`src/rtl/polyphase_coeff_bank_ctrl_if.sv`:
```
// Host-side port bundle for the coefficient bank controller: register-bus writes
// plus the datapath read request/response handshake.
interface polyphase_coeff_bank_ctrl_if #(
    parameter int ADDR_W = 9,
    parameter int DATA_W = 32
);
    logic [ADDR_W-1:0]   bus_addr;
    logic [DATA_W-1:0]   bus_wdata;
    logic [DATA_W/8-1:0] bus_wen;
    logic                dp_req_valid;
    logic                dp_req_ready;
    logic [ADDR_W-1:0]   dp_req_addr;
    logic                dp_rsp_valid;
    logic [DATA_W-1:0]   dp_rsp_data;

    modport master (
        output bus_addr, bus_wdata, bus_wen, dp_req_valid, dp_req_addr,
        input  dp_req_ready, dp_rsp_valid, dp_rsp_data
    );

    modport slave (
        input  bus_addr, bus_wdata, bus_wen, dp_req_valid, dp_req_addr,
        output dp_req_ready, dp_rsp_valid, dp_rsp_data
    );
endinterface

```
`src/rtl/polyphase_coeff_bank_ctrl.sv`:
```
// Arbitrates the single-port double-banked coefficient RAM between register-bus
// writes (shadow bank, never stalled) and datapath reads (active bank), and swaps banks on frame boundaries.
module polyphase_coeff_bank_ctrl #(
    parameter int ADDR_W    = 9,
    parameter int DATA_W    = 32,
    parameter int MAX_STALL = 16
) (
    input  logic                         i_clk,
    input  logic                         i_rst_n,
    polyphase_coeff_bank_ctrl_if.slave   io_host,
    input  logic                         i_swap_req,
    input  logic                         i_dp_frame_end,
    output logic                         o_ram_en,
    output logic [DATA_W/8-1:0]          o_ram_we,
    output logic [ADDR_W:0]              o_ram_addr,
    output logic [DATA_W-1:0]            o_ram_wdata,
    input  logic [DATA_W-1:0]            i_ram_rdata,
    output logic                         o_active_bank,
    output logic                         o_swap_pending,
    output logic                         o_stall_err
);
    localparam int CNT_W = $clog2(MAX_STALL + 1);
    localparam logic [CNT_W-1:0] STALL_MAX = CNT_W'(MAX_STALL);

    typedef enum logic {
        ST_RUN     = 1'b0,
        ST_PENDING = 1'b1
    } state_t;

    state_t           r_state;
    state_t           w_state_nxt;
    logic             r_active_bank;
    logic             w_bank_nxt;
    logic             r_dp_rsp_vld_p1;
    logic [CNT_W-1:0] r_stall_cnt;
    logic [CNT_W-1:0] w_stall_cnt_nxt;
    logic             r_stall_err;
    logic             w_bus_wr;
    logic             w_dp_acc;
    logic             w_dp_stall;

    function automatic logic [CNT_W-1:0] sat_inc(input logic [CNT_W-1:0] cnt);
        return (cnt == STALL_MAX) ? cnt : cnt + 1'b1;
    endfunction

    assign w_bus_wr   = |io_host.bus_wen;
    assign w_dp_acc   = io_host.dp_req_valid & ~w_bus_wr;
    assign w_dp_stall = io_host.dp_req_valid & w_bus_wr;

    // Bus writes always win the RAM port since the register bus cannot be back-pressured.
    always_comb begin
        o_ram_en             = 1'b0;
        o_ram_we             = '0;
        o_ram_addr           = {r_active_bank, io_host.dp_req_addr};
        o_ram_wdata          = io_host.bus_wdata;
        io_host.dp_req_ready = 1'b0;
        if (w_bus_wr) begin
            o_ram_en   = 1'b1;
            o_ram_we   = io_host.bus_wen;
            o_ram_addr = {~r_active_bank, io_host.bus_addr};
        end else if (io_host.dp_req_valid) begin
            o_ram_en             = 1'b1;
            io_host.dp_req_ready = 1'b1;
        end
    end

    // Bank toggles on the registered edge, so frame_end-cycle accesses still see the old banks.
    always_comb begin
        w_state_nxt = r_state;
        w_bank_nxt  = r_active_bank;
        case (r_state)
            ST_RUN: begin
                if (i_swap_req) w_state_nxt = ST_PENDING;
            end
            ST_PENDING: begin
                if (i_dp_frame_end) begin
                    w_state_nxt = ST_RUN;
                    w_bank_nxt  = ~r_active_bank;
                end
            end
            default: w_state_nxt = ST_RUN;
        endcase
    end

    assign w_stall_cnt_nxt = w_dp_stall ? sat_inc(r_stall_cnt) : '0;

    always_ff @(posedge i_clk or negedge i_rst_n) begin
        if (!i_rst_n) begin
            r_state         <= ST_RUN;
            r_active_bank   <= 1'b0;
            r_dp_rsp_vld_p1 <= 1'b0;
            r_stall_cnt     <= '0;
            r_stall_err     <= 1'b0;
        end else begin
            r_state         <= w_state_nxt;
            r_active_bank   <= w_bank_nxt;
            r_dp_rsp_vld_p1 <= w_dp_acc;
            r_stall_cnt     <= w_stall_cnt_nxt;
            if (w_stall_cnt_nxt == STALL_MAX) r_stall_err <= 1'b1;
        end
    end

    // p1: RAM returns read data one cycle after the accepted request.
    assign io_host.dp_rsp_valid = r_dp_rsp_vld_p1;
    assign io_host.dp_rsp_data  = i_ram_rdata;

    assign o_active_bank  = r_active_bank;
    assign o_swap_pending = (r_state == ST_PENDING);
    assign o_stall_err    = r_stall_err;
endmodule

```
`src/flat_wrapper.sv`:
```
// flat-port wrapper written by rule: the top's interface ports become plain ports
module polyphase_coeff_bank_ctrl_flat 
#(
    parameter int ADDR_W    = 9,
    parameter int DATA_W    = 32,
    parameter int MAX_STALL = 16
)
  (i_clk, i_rst_n, i_swap_req, i_dp_frame_end, o_ram_en, o_ram_we, o_ram_addr, o_ram_wdata, i_ram_rdata, o_active_bank, o_swap_pending, o_stall_err, io_host_bus_addr, io_host_bus_wdata, io_host_bus_wen, io_host_dp_req_valid, io_host_dp_req_addr, io_host_dp_req_ready, io_host_dp_rsp_valid, io_host_dp_rsp_data);
  polyphase_coeff_bank_ctrl_if #(.ADDR_W(ADDR_W), .DATA_W(DATA_W)) io_host_i ();
  input  logic i_clk;
  input  logic i_rst_n;
  input  logic i_swap_req;
  input  logic i_dp_frame_end;
  output logic o_ram_en;
  output logic [DATA_W/8-1:0] o_ram_we;
  output logic [ADDR_W:0] o_ram_addr;
  output logic [DATA_W-1:0] o_ram_wdata;
  input  logic [DATA_W-1:0] i_ram_rdata;
  output logic o_active_bank;
  output logic o_swap_pending;
  output logic o_stall_err;
  input wire logic [$bits(io_host_i.bus_addr)-1:0] io_host_bus_addr;
  input wire logic [$bits(io_host_i.bus_wdata)-1:0] io_host_bus_wdata;
  input wire logic [$bits(io_host_i.bus_wen)-1:0] io_host_bus_wen;
  input wire logic [$bits(io_host_i.dp_req_valid)-1:0] io_host_dp_req_valid;
  input wire logic [$bits(io_host_i.dp_req_addr)-1:0] io_host_dp_req_addr;
  output wire logic [$bits(io_host_i.dp_req_ready)-1:0] io_host_dp_req_ready;
  output wire logic [$bits(io_host_i.dp_rsp_valid)-1:0] io_host_dp_rsp_valid;
  output wire logic [$bits(io_host_i.dp_rsp_data)-1:0] io_host_dp_rsp_data;
  assign io_host_i.bus_addr = io_host_bus_addr;
  assign io_host_i.bus_wdata = io_host_bus_wdata;
  assign io_host_i.bus_wen = io_host_bus_wen;
  assign io_host_i.dp_req_valid = io_host_dp_req_valid;
  assign io_host_i.dp_req_addr = io_host_dp_req_addr;
  assign io_host_dp_req_ready = io_host_i.dp_req_ready;
  assign io_host_dp_rsp_valid = io_host_i.dp_rsp_valid;
  assign io_host_dp_rsp_data = io_host_i.dp_rsp_data;
  polyphase_coeff_bank_ctrl #(.ADDR_W(ADDR_W), .DATA_W(DATA_W), .MAX_STALL(MAX_STALL)) u_core (.i_clk(i_clk), .i_rst_n(i_rst_n), .io_host(io_host_i), .i_swap_req(i_swap_req), .i_dp_frame_end(i_dp_frame_end), .o_ram_en(o_ram_en), .o_ram_we(o_ram_we), .o_ram_addr(o_ram_addr), .o_ram_wdata(o_ram_wdata), .i_ram_rdata(i_ram_rdata), .o_active_bank(o_active_bank), .o_swap_pending(o_swap_pending), .o_stall_err(o_stall_err));
endmodule
```
`config.mk`:
```
export PLATFORM = sky130hd
export DESIGN_NAME = polyphase_coeff_bank_ctrl_flat
export DESIGN_NICKNAME = d
export VERILOG_FILES = /design/src/rtl/polyphase_coeff_bank_ctrl_if.sv /design/src/rtl/polyphase_coeff_bank_ctrl.sv /design/src/flat_wrapper.sv
export SDC_FILE = /design/constraint.sdc
export NUM_CORES = 1
export LEC_CHECK = 0
export CAP_MARGIN = 30
export CORE_MARGIN = 3
export CORE_UTILIZATION = 24
export CTS_CLUSTER_DIAMETER = 150
export CTS_CLUSTER_SIZE = 16
export DETAILED_ROUTE_END_ITERATION = 12
export GPL_TIMING_DRIVEN = 0
export MAX_ROUTING_LAYER = met4
export PLACE_DENSITY = 0.88
export SKIP_LAST_GASP = 1
export SLEW_MARGIN = 10
export SYNTH_ARGS = -nofsm -noshare
export SYNTH_HDL_FRONTEND = slang
export SYNTH_SLANG_ARGS = --single-unit
export TNS_END_PERCENT = 50
```
`constraint.sdc`:
```
create_clock -name i_clk -period 2 [get_ports i_clk]
set_input_delay 0.2 -clock i_clk [delete_from_list [all_inputs] [get_ports i_clk]]
set_output_delay 0.2 -clock i_clk [all_outputs]
set_load 0.005 [all_outputs]
```
==> results.md <==
- Status: finished, final reports clean
- CP Launch Type: primary input
- Hold Crit Class: in2async
- P&R area growth vs syn: 117%
- Unrepaired setup endpoints after global routing: true
- CTS Sinks: 9
- Count leader, synth: buf_4
- Post-route clock period utilization: 0.986
- Clock root buffer master: clkbuf_8
- First-pass GRT wire length: 5.38 mm
- Final layout net count: 332
- Worst-Skew Late Latency: 0.23 ns
- Internal power: 0.676 mW
- Hold Vio Cnt, Final: 0
- Seq/Total Area, Yosys: 0.211
- Seq pwr share: 0.254
- Largest area contributor in the netlist: buf_4
- Core area: 0.00414 mm²
- Row cnt: 23
- DP Cell Count: 279
- Slew margin rel.: 0.717
- Gr ovfl total: 0
- Crit path max fanout: 5
- DRT iter0 DRCs: 3
- Via-to-Cell Ratio: 3.99
- Worst-Margin Slew: 0.424 ns
- Post-synth top cells: buf_4, dfrtp_1, mux2_2
- Vias: 1150
- CTS Hold Bufs: 0
- First drt pass iteration count: 4
- Async set or reset register ratio after synthesis: 1.00
- # diodes: 0
- Syn Nets: 212
- Number of global-route vias before repair: 1215
- Total Routed Length: 3.62 mm
- CTS tree: yes
- Crit path DAT: 1.77 ns
- Fin worst setup slack: 0.0278 ns
- I/O pins: 175
- Number of max-cap violations: 0
- PD cells: 379 mW/mm²
- NetSw: 0.204 mW
- Leakage: 1.09 nW
- Post-DP HPWL: 3.30 mm
- Clk pin slew, worst setup/hold paths: 0.04 ns
- Fmax achieved: 0.507 GHz
- Pre-CTS setup slack: -0.306 ns
- Tmin final: 1.97 ns
- Setup Viol. Count Final: 0
- # DRC: 0
- Mapped Avg Cell Area: 8.98 µm²
- Ys Warns: 0
- Post-synth EDFFs: 0
- Die ar.: 0.00529 mm²
- Routed len/inst: 12.6 µm
- Post-synth top flop: dfrtp_1
- Synth Register Bits: 9
- Clk pwr share: 0.237
- Worst endpoint required time: 1.80 ns
- Synth unique cells: 21
- Largest net degree at the start of global routing: 10
- Post-DRT Antenna Nets: 0
- Vert. Die Dim: 72.7 µm
- RD Place Congestion: 0.701
- Switch share: 0.232
- CP endpoint kind: output port
- Area contributors post-synth: buf_4, dfrtp_1, mux2_2
- H-tree Lvls: 1
- Synth Cell Area: 0.00107 mm²
- Finished Layout Cells: 288
- Hold Slack: 0.276 ns
- Fin Clk Skew: 0.000363 ns
- Post-synth top area share: 0.457
- Max-slew violations: 0
- Initial Utilization: 0.258
- Synthesized instance count: 119
- Maximum vdd drop: 0.000249 V
- DIE WIDTH: 72.7 µm
- Initial antenna violation count: 0
- Gr usage total: 0.130
- Layout cells sized above 1: 0.361
- IO buf count: 110
- CTS Buf Count: 3
- Comb pwr share: 0.509
- Critical path class: in2out
- Clock buffer depth: 2
==> through the flow <==
stage           util  cell area [µm²]  power (mW)    TNS, ns
6_report       0.560             2320       0.880          0
5_1_grt        0.560             2320       0.935     -0.230
4_1_cts        0.554             2300       0.897  -0.000261
3_5_place_dp   0.539             2230       0.686      -2.64
3_3_place_gp   0.539             2230       0.677      -2.54
2_1_floorplan      -             1070       0.397          0
==> cell type report <==
class                      instances  area, µm²
buffer                            69        507
clock buffer                       4       45.0
fill                             382       1820
inverter                           4       15.0
multi-input combinational         37        325
sequential                         9        225
tap                               50       62.6
timing repair buffer             115       1140
==> path summary, 6_finish.rpt <==
kind                                            start                           to  slack (ns)  depth (start not counted)
worst max-delay path               io_host_bus_wen[0]                o_ram_addr[3]        0.03                          5
worst min-delay path                          i_rst_n        u_core.o_swap_pending        0.28                          1
worst max register to register  u_core.r_stall_cnt[0]           u_core.o_stall_err        0.53                          6
worst min register to register     u_core.o_stall_err           u_core.o_stall_err        0.49                          1
max in group asynchronous                     i_rst_n  u_core.io_host.dp_rsp_valid        1.43                          1
min in group i_clk                 u_core.o_stall_err           u_core.o_stall_err        0.49                          1
==> metal layers <==
layer,share of wire,global-route usage,vias to the layer above
met4,0.0075,0.0369,0
li1,-,-,547
met5,0,-,-
met2,0.60,0.264,94
met1,0.26,0.111,507
met3,0.13,0.0413,2
==> power by group through the flow <==
stage	Clock (mW)	Combinational [mW]	Sequential (mW)
final	0.209	0.448	0.224
after CTS	0.213	0.460	0.224
after global routing	0.227	0.481	0.227
after floorplan	0	0.173	0.224
after global placement	0	0.451	0.226
after detailed placement	0	0.459	0.227
==> logic make-up after synthesis <==
| logic type | share of synthesized area |
|---|---|
| adder cells (fa/ha/maj) | 0.0234 |
| XOR/XNOR | 0.0492 |
| flip-flops | 0.211 |
| AND/OR/NAND/NOR | 0.104 |
| buffers and inverters | 0.485 |
| multiplexers | 0.104 |
| AO/OA/AOI/OAI | 0.0234 |
==> repair_timing <==
item,4_1_cts,5_1_grt
buffers inserted,2,2
pin swaps,1,1
setup endpoints to repair,12,9
gates cloned,1,0
gates resized for setup,7,4
==> worst max-delay path: stages <==
cell and delay [ns]:
dlygate4sd2_1 0.27, nor4_4 0.35, buf_6 0.17, mux2_2 0.33, clkdlybuf4s50_1 0.45
==> registers in the layout, indices dropped and copies added (netlist names) <==
signal	flops
u_core.io_host.dp_rsp_valid	1
u_core.r_stall_cnt	5
u_core.o_stall_err	1
u_core.o_swap_pending	1
u_core.o_active_bank	1
==> layout by cell type (no fill, tap or decap) <==
master / n
dlymetal6s2s_1: 4
clkbuf_8: 3
xor2_1: 2
nor3_1: 3
a31o_1: 2
mux2i_1: 1
xnor2_1: 4
ha_1: 2
clkdlybuf4s50_1: 101
buf_4: 69
mux2_2: 9
nand2b_1: 1
and4bb_4: 1
and2_1: 1
a21o_1: 1
nand2_1: 1
nor2_1: 4
dlygate4sd2_1: 5
and2_4: 1
clkbuf_1: 5
or2b_2: 1
nand3_1: 2
inv_1: 4
dfrtp_1: 9
buf_6: 1
nor4_4: 1
No activity file was read; power rests on OpenSTA's default activity.
